[config.mk]
export PLATFORM = sky130hd
export DESIGN_NAME = global_sram_arbiter
export DESIGN_NICKNAME = d
export VERILOG_FILES = /design/src/rtl/global_sram_arbiter.sv
export SDC_FILE = /design/constraint.sdc
export NUM_CORES = 1
export LEC_CHECK = 0
export ABC_AREA = 1
export CAP_MARGIN = 20
export CORE_AREA = 2 2 310 312
export DETAILED_ROUTE_END_ITERATION = 8
export DIE_AREA = 0 0 312 314
export PLACE_DENSITY_LB_ADDON = 0.12
export SYNTH_ARGS = -nofsm -noshare
export SYNTH_HDL_FRONTEND = slang
export SYNTH_SLANG_ARGS = --single-unit
export TNS_END_PERCENT = 1
[constraint.sdc]
create_clock -name clk -period 2.54 [get_ports clk]
set_clock_uncertainty 0.15 [all_clocks]
set_input_delay 0.508 -clock clk [delete_from_list [all_inputs] [get_ports clk]]
set_output_delay 0.508 -clock clk [all_outputs]
set_load 0.01 [all_outputs]
[src/rtl/global_sram_arbiter.sv]
// ---------------------------------------------------------------------------
// global_sram_arbiter
//
// Shares the single-port global SRAM between three clients:
//   WB   - vector-out writeback path (writes only)
//   RD   - streaming read controller (reads only)
//   HOST - host/debug port (reads or writes)
// One access per cycle.
//
// Arbitration:
//   - Base priority is WB > RD > HOST.
//   - Each client has its own starvation counter. A client that reaches
//     STARVE_MAX denied cycles in a row is promoted above non-starved clients.
//
// Command and read return:
//   - The SRAM command is registered one cycle after the grant.
//   - A read tag follows each command through a small pipeline so that the
//     returning word is delivered to the client that issued the read.
//
// Ports:
//   clk, rst_n                     clock, async active-low reset
//   rd_req/rd_addr/rd_gnt          RD request channel
//   rd_rdata/rd_rvld               RD read return
//   wb_req/wb_addr/wb_wdata/wb_gnt WB write channel
//   host_req/host_we/host_addr/
//   host_wdata/host_gnt            HOST request channel
//   host_rdata/host_rvld           HOST read return
//   sram_cen/wen/addr/wdata        registered SRAM command
//   sram_rdata                     SRAM read data, RD_LAT cycles after cen
//   busy                           any request pending or any read in flight
// ---------------------------------------------------------------------------
module global_sram_arbiter #(
    parameter int ADDR_W     = 5,
    parameter int DATA_W     = 128,
    parameter int RD_LAT     = 1,
    parameter int STARVE_MAX = 8
) (
    input  logic              clk,
    input  logic              rst_n,
    input  logic              rd_req,
    input  logic [ADDR_W-1:0] rd_addr,
    output logic              rd_gnt,
    output logic [DATA_W-1:0] rd_rdata,
    output logic              rd_rvld,
    input  logic              wb_req,
    input  logic [ADDR_W-1:0] wb_addr,
    input  logic [DATA_W-1:0] wb_wdata,
    output logic              wb_gnt,
    input  logic              host_req,
    input  logic              host_we,
    input  logic [ADDR_W-1:0] host_addr,
    input  logic [DATA_W-1:0] host_wdata,
    output logic              host_gnt,
    output logic [DATA_W-1:0] host_rdata,
    output logic              host_rvld,
    output logic              sram_cen,
    output logic              sram_wen,
    output logic [ADDR_W-1:0] sram_addr,
    output logic [DATA_W-1:0] sram_wdata,
    input  logic [DATA_W-1:0] sram_rdata,
    output logic              busy
);

    localparam int CNT_W = $clog2(STARVE_MAX + 1);
    localparam logic [CNT_W-1:0] CNT_MAX = CNT_W'(STARVE_MAX);

    // Requester index doubles as base priority (lower index wins).
    localparam int WB   = 0;
    localparam int RD   = 1;
    localparam int HOST = 2;

    localparam logic [1:0] TAG_NONE = 2'd0;
    localparam logic [1:0] TAG_RD   = 2'd1;
    localparam logic [1:0] TAG_HOST = 2'd2;

    logic [2:0] req_vec;
    logic [2:0] starved;
    logic [2:0] gnt_vec;

    assign req_vec = {host_req, rd_req, wb_req};

    // -----------------------------------------------------------------------
    // Per-requester starvation counters
    // -----------------------------------------------------------------------
    genvar gi;
    generate
        for (gi = 0; gi < 3; gi++) begin : g_starve
            logic [CNT_W-1:0] cnt_reg;
            logic [CNT_W-1:0] cnt_next;

            always_comb begin
                cnt_next = '0;
                if (req_vec[gi] && !gnt_vec[gi]) begin
                    cnt_next = (cnt_reg == CNT_MAX) ? CNT_MAX : cnt_reg + 1'b1;
                end
            end

            always_ff @(posedge clk or negedge rst_n) begin
                if (!rst_n) begin
                    cnt_reg <= '0;
                end else begin
                    cnt_reg <= cnt_next;
                end
            end

            assign starved[gi] = req_vec[gi] && (cnt_reg == CNT_MAX);
        end
    endgenerate

    // -----------------------------------------------------------------------
    // Grant: starved requesters first, base priority breaks ties
    // -----------------------------------------------------------------------
    always_comb begin
        gnt_vec = '0;
        if (|starved) begin
            if (starved[WB])      gnt_vec[WB]   = 1'b1;
            else if (starved[RD]) gnt_vec[RD]   = 1'b1;
            else                  gnt_vec[HOST] = 1'b1;
        end else begin
            if (req_vec[WB])        gnt_vec[WB]   = 1'b1;
            else if (req_vec[RD])   gnt_vec[RD]   = 1'b1;
            else if (req_vec[HOST]) gnt_vec[HOST] = 1'b1;
        end
    end

    assign wb_gnt   = gnt_vec[WB];
    assign rd_gnt   = gnt_vec[RD];
    assign host_gnt = gnt_vec[HOST];

    // -----------------------------------------------------------------------
    // Winner's command and return tag
    // -----------------------------------------------------------------------
    logic              sram_cen_reg;
    logic              sram_wen_reg;
    logic [ADDR_W-1:0] sram_addr_reg;
    logic [DATA_W-1:0] sram_wdata_reg;

    logic              cmd_we_next;
    logic [ADDR_W-1:0] cmd_addr_next;
    logic [DATA_W-1:0] cmd_wdata_next;
    logic [1:0]        tag_next;

    always_comb begin
        cmd_we_next    = 1'b0;
        cmd_addr_next  = sram_addr_reg;
        cmd_wdata_next = sram_wdata_reg;
        tag_next       = TAG_NONE;
        if (gnt_vec[WB]) begin
            cmd_we_next    = 1'b1;
            cmd_addr_next  = wb_addr;
            cmd_wdata_next = wb_wdata;
        end else if (gnt_vec[RD]) begin
            // RD has no write data, so the write-data bus keeps its value.
            cmd_addr_next  = rd_addr;
            tag_next       = TAG_RD;
        end else if (gnt_vec[HOST]) begin
            cmd_we_next    = host_we;
            cmd_addr_next  = host_addr;
            cmd_wdata_next = host_wdata;
            tag_next       = host_we ? TAG_NONE : TAG_HOST;
        end
    end

    always_ff @(posedge clk or negedge rst_n) begin
        if (!rst_n) begin
            sram_cen_reg   <= 1'b0;
            sram_wen_reg   <= 1'b0;
            sram_addr_reg  <= '0;
            sram_wdata_reg <= '0;
        end else begin
            sram_cen_reg   <= |gnt_vec;
            sram_wen_reg   <= cmd_we_next;
            sram_addr_reg  <= cmd_addr_next;
            sram_wdata_reg <= cmd_wdata_next;
        end
    end

    assign sram_cen   = sram_cen_reg;
    assign sram_wen   = sram_wen_reg;
    assign sram_addr  = sram_addr_reg;
    assign sram_wdata = sram_wdata_reg;

    // -----------------------------------------------------------------------
    // Tag pipeline: stage 0 lines up with sram_cen, stage RD_LAT lines up
    // with the returning sram_rdata.
    // -----------------------------------------------------------------------
    logic [RD_LAT:0][1:0] tag_reg;

    always_ff @(posedge clk or negedge rst_n) begin
        if (!rst_n) begin
            tag_reg <= '0;
        end else begin
            tag_reg <= {tag_reg[RD_LAT-1:0], tag_next};
        end
    end

    assign rd_rvld   = (tag_reg[RD_LAT] == TAG_RD);
    assign host_rvld = (tag_reg[RD_LAT] == TAG_HOST);

    // The macro's word is only present during the rvld cycle, so it is
    // passed through on that cycle and captured for the cycles after.
    logic [DATA_W-1:0] rd_hold_reg;
    logic [DATA_W-1:0] host_hold_reg;

    always_ff @(posedge clk or negedge rst_n) begin
        if (!rst_n) begin
            rd_hold_reg   <= '0;
            host_hold_reg <= '0;
        end else begin
            if (rd_rvld)   rd_hold_reg   <= sram_rdata;
            if (host_rvld) host_hold_reg <= sram_rdata;
        end
    end

    assign rd_rdata   = rd_rvld   ? sram_rdata : rd_hold_reg;
    assign host_rdata = host_rvld ? sram_rdata : host_hold_reg;

    assign busy = (|req_vec) || (|tag_reg);

endmodule
==> results of run 1 <==
-- cell usage after synthesis --
cell        n
or2_2       1
dfrtp_1   407
nand3_1   148
a21oi_1     6
xor2_1      2
nand2_2     2
inv_1     295
nor3_1      5
or2_1       1
buf_1       6
nand4_4     1
nor2_1     17
ha_1        6
buf_4      13
nand2_1   536
nand4_2     1
nand2_4     1
o211ai_1  128
xnor2_1     3
buf_2      26
buf_6       5
nor4_1      1
clkbuf_1   79
o21ai_0   256
nand4_1     1
-- timing repair --
action / in CTS / in global routing
pin swaps: 3 / 2
gates cloned: 4 / 9
setup endpoints to repair: 262 / 263
setup buffers: 1 / 4
hold buffers: 1 / 0
resized for setup: 894 / 838
endpoints found under the hold margin: 34 / 0
-- stage by stage --
| stage | TNS (ns) | power, W |
|---|---|---|
| 2_1_floorplan | 0 | 0.00992 |
| 3_3_place_gp | -35.00 | 0.0145 |
| 3_5_place_dp | -38.41 | 0.0146 |
| 4_1_cts | -79.90 | 0.0224 |
| 5_1_grt | -56.01 | 0.0237 |
| 6_report | -23.43 | 0.0224 |
-- kinds of logic (layout without fill, tap and decap cells) --
kind of cell	Yosys count	in the layout	synth area share
DFF	407	407	0.592
other	0	11	0
and+or+nand+nor	715	716	0.170
adders and majority gates	6	6	0.00436
xor gates and xnor gates	5	5	0.00254
buffers and inverters	424	1484	0.0994
AOI/OAI and AO/OA	390	390	0.132
-- worst register-to-register path, cell delays in order, from the launching register on --
cell and delay [ns]:
dfrtp_1 0.41, inv_2 0.09, ha_4 0.14, nand4_2 0.13, buf_4 0.17, nand4_4 0.08
buf_4 0.21, buf_12 0.41, nand3_1 0.38, nand2_1 0.11
-- final cells by class --
| cell class | count | area share |
|---|---|---|
| clock buffer | 74 | 0.0489 |
| timing repair inverter | 1 | 0.000518 |
| tap | 1265 | 0.0504 |
| timing repair buffer | 1093 | 0.327 |
| antenna | 11 | 0.000877 |
| sequential | 407 | 0.325 |
| inverter | 295 | 0.0360 |
| clock inverter | 21 | 0.00845 |
| multi-input combinational | 1117 | 0.203 |
-- path summary, 6_finish.rpt --
path | slack (ns) | cells past startpoint | endpoint
hold / removal | 0.29 | 0 | tag_reg[3]
setup / recovery | -0.25 | 9 | rd_rdata[94]
hold reg to reg | 0.29 | 0 | tag_reg[3]
max in group asynchronous | 1.11 | 3 | host_hold_reg[100]
setup reg to reg | 0.22 | 9 | sram_wdata[82]
min in group asynchronous | 0.30 | 2 | rd_hold_reg[93]
-- metal layers --
metal | up-vias | global-route usage
met1 | 8328 | 0.181
met5 | - | 0
li1 | 8321 | -
met3 | 116 | 0.0598
met4 | 16 | 0.0426
met2 | 591 | 0.265
-- power by group through the flow --
stage	combinational, W	sequential, W	clock [W]
2_1_floorplan	0.00185	0.00807	0
3_5_place_dp	0.00658	0.00800	0
4_1_cts	0.00643	0.00791	0.00806
5_1_grt	0.00725	0.00802	0.00838
3_3_place_gp	0.00656	0.00798	0
6_report	0.00667	0.00792	0.00778
==> impl_metrics.tcl, run 1 <==
set metrics [dict create \
    maxSlewViolCount 0 \
    rows 113 \
    clock_sinks 407 \
    drt-total-wl_mm 80.5 \
    combPwrFrac 0.298 \
    vias_per_cell 4.06 \
    synth.net_count 2358 \
    timing.slew.headroom 0.516 \
    first_global_vias 17900 \
    timing.critical_path.cells "clkinv_4, nor2_4, buf_12, inv_16, clkbuf_16, nand2_1, o21ai_0, buf_4, buf_4" \
    place_congestion 0.847 \
    worst_pin_slew_ns 0.725 \
    drt-wirelength-per-cell_um 18.8 \
    grt_max_degree 122 \
    placed_area_sq_um 28700 \
    filler_cell_count 9986 \
    ant_nets 0 \
    leakage_dissipation_nw 15.4 \
    synth_top_cells_by_area "dfrtp_1 (59%), nand2_1 (12%), o21ai_0 (7.4%), inv_1 (6.4%), o211ai_1 (5.6%)" \
    post-route-drc-count 0 \
    internal_power_w 0.0157 \
    gr-usage-all-layers 0.155 \
    switchingPower_w 0.00665 \
    timing.critical_path.mode_cell "buf_4" \
    fmax_mhz 358 \
    status "finished with violations" \
    cts-root-to-sink-buffers 3 \
    setup_slack_ns -0.253 \
    die_w_um 312 \
    yosysSeqAreaShare 0.592 \
    crit_start "tag_reg[2]" \
    critPathSlowestCell "dfrtp_1" \
    syn-cell-area_sq_um 17200 \
    tritoncts.num_buffers 53 \
    initial_core_util 0.182 \
    die_area_sq_um 98000 \
    vias 17400 \
    dpl_worst_slack_ns -0.243 \
    layout.cells.most_common_list "clkdlybuf4s50_1 (538), nand2_1 (511), dfrtp_1 (406)" \
    synth_top_cell_by_area "dfrtp_1" \
    critical_path.max_fanout 12 \
    violations "negative setup slack" \
    regToRegStartpoint "g_starve[1].cnt_reg[0]" \
    standard_cell_core_area_sq_um 94400 \
    clock_latency_ns 0.59 \
    report.final.hold_viol_count 0 \
    worst-endpoint-arrival_ns 2.13 \
    worstHoldPathType "reg2reg" \
    cpPeakStageDelay_ns 0.40 \
    dp.cells 4160 \
    drt_iter0_markers 812 \
    kind_of_launch_point_of_the_worst_setup_path "register" \
    fin_crit_sh 1.10 \
    detail_route.first_pass.iterations 4 \
    worst-endpoint-required_ns 1.88 \
    drv_cap 0 \
    fin_util 0.332 \
    rsz0062_at_grt "true" \
    mean_cell_area_of_the_mapped_netlist_sq_um 8.84 \
    post_route_cell_area_sq_um 31400 \
    drt-met1-wl_mm 31.7 \
    multiInputGateArea_sq_um 6370 \
    topRoutingLayerUsed "met5" \
    cpLargestDelayFamily "buffers and inverters" \
    cts_tree "built" \
    critical_path_class "reg2out" \
    p_per_area_nw_per_um2 713 \
    synth_warnings 0 \
    critPathBufInv 6 \
    fin_crit_ns 2.79 \
    power.share.sequential 0.354 \
    die_height_um 314 \
    area_growth_from_synthesis_to_layout_pct 82.3 \
    fin_cells 4284 \
    post_synth_num_cell_types 25 \
    seqCellArea_sq_um 10200 \
    swShare 0.297 \
    synth_cells 1947 \
    grt_overflow 0 \
    io_port_bufs 801 \
    hpwl_reported_at_the_end_of_detailed_placement_mm 58.8 \
    dr_wl_met2_mm 39.8 \
    layout_commonest_cell "clkdlybuf4s50_1" \
    clock_tree.htree_level_count 2 \
    peakVddDrop_uv 476 \
    ys_seq_elements 407 \
    final_net_count 3379 \
    worst_setup_hold_path_clk_slew_ns 0.06 \
    met3_length_mm 7.16 \
    drive_above_1_share 0.295 \
    pin_count 802 \
    hold_path.startpoint "tag_reg[1]" \
    grt_pass1_wl_mm 115 \
    yosysTopAreaCellShare 0.592 \
    finalSetupViolations 222 \
    clock_tree.root_cell "clkbuf_16" \
    clock_power_share 0.348 \
    timing.hold.ws_ns 0.290 \
    grt_antenna_before_repair 25 \
    critPathCaptureType "primary output" \
]
(Power assumes the default switching activity.)
==> run 2: changes to the inputs <==
SKIP_LAST_GASP = 1   (was unset)
==> run 2 against run 1 <==
  * The flow still finishes with violations (negative setup slack)
  * Maximum frequency up 0.57%
  * Sequential share of layout area grew 0.10 points
  * Utilization is 0.11 points lower
  * Clock power about the same
  * Count of clock-buffer cells in the layout stayed put
  * Die area is the same
  * First-iteration DRC count up 3.2%
  * Critical path depth fell by 5
  * Wire length rose by 0.69%
  * Register-to-register slack worse by 0.14 ns
  * Highest routed layer unchanged
==> impl_metrics.tcl, run 2 (synthesis results as in run 1) <==
set metrics [dict create \
    rsz0062_at_grt "true" \
    cts_tree "built" \
    pin_count 802 \
    ant_nets 0 \
    tritoncts.num_buffers 53 \
    peakVddDrop_uv 474 \
    violations "negative setup slack" \
    worst-endpoint-required_ns 1.88 \
    die_area_sq_um 98000 \
    critical_path_class "reg2out" \
    grt_max_degree 122 \
    drive_above_1_share 0.215 \
    use_met2 0.263 \
    finalSetupViolations 260 \
    fin_util 0.331 \
    whs_path_depth 0 \
    rows 113 \
    critPathBufInv 3 \
    initial_core_util 0.182 \
    grt_overflow 0 \
    hold_path.startpoint "tag_reg[1]" \
    layout_commonest_cell "clkdlybuf4s50_1" \
    drv_cap 0 \
    standard_cell_core_area_sq_um 94400 \
    clock_tree.root_cell "clkbuf_16" \
    detail_route.first_pass.iterations 4 \
    fin_crit_sh 1.09 \
    fin_crit_ns 2.78 \
    drt_iter0_markers 838 \
    dp.cells 4160 \
    met3_usage 0.0597 \
    leakage_dissipation_nw 16.3 \
    layout.cells.most_common_list "clkdlybuf4s50_1 (540), nand2_1 (527), dfrtp_1 (406)" \
    area_growth_from_synthesis_to_layout_pct 81.7 \
    timing.critical_path.cells "clkinv_4, nor2_4, buf_12, clkdlybuf4s50_1" \
    grt_antenna_before_repair 27 \
    regToRegStartpoint "g_starve[0].cnt_reg[0]" \
    fin_cells 4298 \
    kind_of_launch_point_of_the_worst_setup_path "register" \
    r2r.worst_path.cells 11 \
    die_w_um 312 \
    status "finished with violations" \
    clock_sinks 407 \
    first_global_vias 17700 \
    critPathSlowestCell "clkdlybuf4s50_1" \
    critical_path.max_fanout 4 \
    die_height_um 314 \
    drt-wirelength-per-cell_um 18.9 \
    gr-max-usage-layer "met2" \
    setup_slack_ns -0.237 \
    gr-usage-all-layers 0.154 \
    report.final.hold_viol_count 0 \
    met1_resource_use_gr 0.180 \
    cpLargestDelayFamily "buffers and inverters" \
    crit_start "tag_reg[2]" \
    p_per_area_nw_per_um2 706 \
    setup_total_negative_slack_ns -38.03 \
    final_net_count 3391 \
    worst_pin_slew_ns 0.737 \
    dpl_worst_slack_ns -0.243 \
    hpwl_reported_at_the_end_of_detailed_placement_mm 58.8 \
    critPathCaptureType "primary output" \
    timing.slew.headroom 0.509 \
    cts-root-to-sink-buffers 3 \
    drt-total-wl_mm 81.1 \
    timing.critical_path.depth 4 \
    grt_pass1_wl_mm 115 \
    worst-endpoint-arrival_ns 2.12 \
    worst_setup_hold_path_clk_slew_ns 0.06 \
    place_congestion 0.847 \
    post-route-drc-count 0 \
    vias_per_cell 4.04 \
    vias 17400 \
    io_port_bufs 801 \
    worstHoldPathType "reg2reg" \
    clock_tree.htree_level_count 2 \
    design_power_total_w 0.0221 \
    maxSlewViolCount 0 \
    clock_latency_ns 0.59 \
    cpPeakStageDelay_ns 0.67 \
    fmax_mhz 360 \
]
==> run 2: changes by cell type in the layout (fill, tap and decap cells not counted), sizes merged <==
cell	delta
buf	-180
clkbuf	+101
clkdlybuf4s15	-13
clkdlybuf4s50	+2
diode	+2
dlygate4sd2	-2
dlymetal6s2s	+103
nand2	+1
==> run 2: path summary, 6_finish.rpt <==
path / to / slack (ns)
max reg2reg: sram_wdata[72] / 0.08
min in group asynchronous: rd_hold_reg[93] / 0.30
max: rd_rvld / -0.24
min: tag_reg[3] / 0.25
max in group asynchronous: host_hold_reg[48] / 1.12
min reg2reg: tag_reg[3] / 0.25
==> run 2: repair_timing <==
item | 4_1_cts | 5_1_grt
gates resized for setup | 157 | 814
cloned | 4 | 13
buffers inserted | 1 | 11
endpoints found under the setup margin | 262 | 383
hold endpoints to repair | 34 | 0
hold buffers | 1 | 0
pin swaps | 0 | 4
==> run 2: where the power goes <==
part | total (W) | switching [W] | internal (W)
sequential | 0.00791 | 0.000371 | 0.00754
combinational | 0.00640 | 0.00304 | 0.00336
clock | 0.00778 | 0.00307 | 0.00471
total | 0.0221 | 0.00648 | 0.0156
==> run 2: per-stage QoR <==
| step | area [sq um] | hold WS, ns |
|---|---|---|
| 2_1_floorplan | 17200 | 0.0624 |
| 3_5_place_dp | 28700 | 0.224 |
| 3_3_place_gp | 28700 | 0.214 |
| 4_1_cts | 30500 | 0.243 |
| 6_report | 31300 | 0.254 |
| 5_1_grt | 31300 | 0.280 |
==> run 2: per-layer routing <==
metal  part of all wire  up-vias
met5             0.0013        -
met3              0.087      116
met2               0.49      610
met1               0.40     8291
li1                   -     8329
met4              0.021       16
==> run 2: area by class of cell <==
class                      instances  area (sq um)
fill                            9945         63200
timing repair buffer            1104         10700
sequential                       407         10200
multi-input combinational       1118          5850
tap                             1265          1580
clock buffer                      74          1540
inverter                         295          1130
clock inverter                    21           265
antenna                           13          32.5
timing repair inverter             1          16.3
==> RTL change: new RTL, flow settings as in run 1 <==
Make the reset (`rst_n`) synchronous in 4 clocked blocks. Comments in the files are not updated.
--- a/src/rtl/global_sram_arbiter.sv
+++ b/src/rtl/global_sram_arbiter.sv
@@ -97,3 +97,3 @@
 
-            always_ff @(posedge clk or negedge rst_n) begin
+            always_ff @(posedge clk) begin
                 if (!rst_n) begin
@@ -163,3 +163,3 @@
 
-    always_ff @(posedge clk or negedge rst_n) begin
+    always_ff @(posedge clk) begin
         if (!rst_n) begin
@@ -188,3 +188,3 @@
 
-    always_ff @(posedge clk or negedge rst_n) begin
+    always_ff @(posedge clk) begin
         if (!rst_n) begin
@@ -204,3 +204,3 @@
 
-    always_ff @(posedge clk or negedge rst_n) begin
+    always_ff @(posedge clk) begin
         if (!rst_n) begin
Function: differs if rst_n is asserted again (counterexample within 4 cycles, from zero or initial values and one cycle with rst_n low); with rst_n held inactive, the same outputs for 4 cycles.
==> RTL change against run 1 <==
  * The flow still finishes with violations (negative setup slack)
  * Sequential cell count unchanged
  * Worst setup slack worse by 0.071 ns
  * Design area up 3.3%
  * Critical path depth up 1
  * Routed wire length up 9.8%
  * Cell count up 18%
  * Worst hold slack worse by 0.23 ns
  * Synthesized area up 6.4%
  * Critical path type unchanged
  * Largest cell class unchanged
  * Highest routed layer is now met4
Power is not compared: it rests on default switching activity, and its combinational part moved more than twofold at a synthesized area within 25%.
==> RTL change: results (changes against run 1) <==
cts:
  ctsResizeCount: 828  # was 894
  clk-insertion-delay-late_ns: 0.61  # was 0.59 ns
  numCtsBuffers: 51  # was 53
layout:
  nets: 4168  # was 3,379
  multi_input_area_sq_mm: 0.00916  # was 0.00637 sq mm
  synthToLayoutAreaGrowth_pct: 77.1  # was 82.3%
  clockNetworkAreaShare_pct: 4.94  # was 5.74%
  fill_cells: 10400  # was 9,986
  multi_input_area_share_pct: 28.2  # was 20.3%
  buffers: 1132  # was 1,093
  antenna_cells: 5  # was 11
  final_cells: 5064  # was 4,284
  multi_input_gates: 1758  # was 1,117
  final-nonclk-buf-share_pct: 32.0  # was 32.7%
place:
  dpl-instance-area_sq_mm: 0.0300  # was 0.0287 sq mm
  dp_hpwl_mm: 64.2  # was 58.8 mm
  pre_cts_slack_ns: -0.265  # was -0.243 ns
yosys:
  async_flop_share_pct: 0  # was 100%
  synth-main-ff-cell: "dfxtp_1"  # was dfrtp_1
  avgSynthCellArea_sq_um: 6.67  # was 8.84 sq um
  synth_common_cells: "nor2_1, nand2_1, dfxtp_1, inv_1, or2_2"  # was nand2_1, dfrtp_1, inv_1, o21ai_0, nand3_1
  ys_top_cells_by_area: "dfxtp_1, nor2_1, nand2_1"  # was dfrtp_1, nand2_1, o21ai_0
global_route:
  first_global_vias: 19700  # was 17,900
  grt_util_met3_pct: 4.71  # was 5.98%
  antenna_found_initial: 7  # was 25
  met2_usage_pct: 29.9  # was 26.5%
routing:
  wirelength_mm: 88.4  # was 80.5 mm
critical_path:
  critPathArrivalTime_ns: 2.21  # was 2.13 ns
  path_max_fanout: 8  # was 12
status:
  violations: "negative setup slack"  # unchanged
  status: "complete, but fails checks"  # unchanged
sta:
  fin_ws_ns: -0.324  # was -0.253 ns
  setup_violations: 237  # was 222
  slew_headroom_pct: 67.3  # was 51.6%
-- RTL change: cell count changes in the layout (fill, tap and decap cells not counted), sizes merged, moves of 87 or more --
cell	change
or2	+254
clkbuf	+87
inv	+113
dfxtp	+407
nor2	+522
dfrtp	-407
o211ai	-128
-- RTL change: final timing paths --
path / from / to / slack [ns] / cells past startpoint
hold reg to reg: tag_reg[1] / tag_reg[3] / 0.27 / 2
setup / recovery: tag_reg[2] / rd_rdata[84] / -0.32 / 10
hold / removal: rst_n / tag_reg[2] / 0.06 / 3
setup reg to reg: g_starve[2].cnt_reg[0] / sram_wdata[8] / 0.30 / 11
-- RTL change: worst max-delay path, cell delays in order, from the launching register on --
cell and delay, ns:
dfxtp_2 0.34, inv_4 0.07, nor2_4 0.04, buf_12 0.14, buf_12 0.15, buf_8 0.13
clkbuf_16 0.16, or2_2 0.29, o21ai_2 0.07, inv_1 0.07, buf_6 0.13
-- RTL change: per-layer routing --
| metal | up-vias | wire (um) |
|---|---|---|
| li1 | 10300 | - |
| met3 | 149 | 5640 |
| met5 | - | 0 |
| met2 | 502 | 43800 |
| met4 | 0 | 3830 |
| met1 | 9092 | 35100 |
-- RTL change: cells by family (layout without fill, tap and decap cells) --
kind of cell,count (synthesis),count (layout),synth area share (%)
XOR/XNOR,6,6,0.287
flip-flops,407,407,44.5
adder cells (fa/ha/maj),6,6,0.410
AO/OA/AOI/OAI,273,273,7.49
AND/OR/NAND/NOR,1473,1473,34.9
other,0,5,0
buffers and inverters,580,1629,12.4
-- RTL change: power groups by stage --
stage	clock [mW]	combinational [mW]	sequential (mW)
floorplan	0	1.01	6.96
global placement	0	3.03	6.89
detailed placement	0	3.03	6.89
CTS	7.45	3.03	6.76
global route	7.67	3.36	6.78
finish	7.12	3.08	6.75
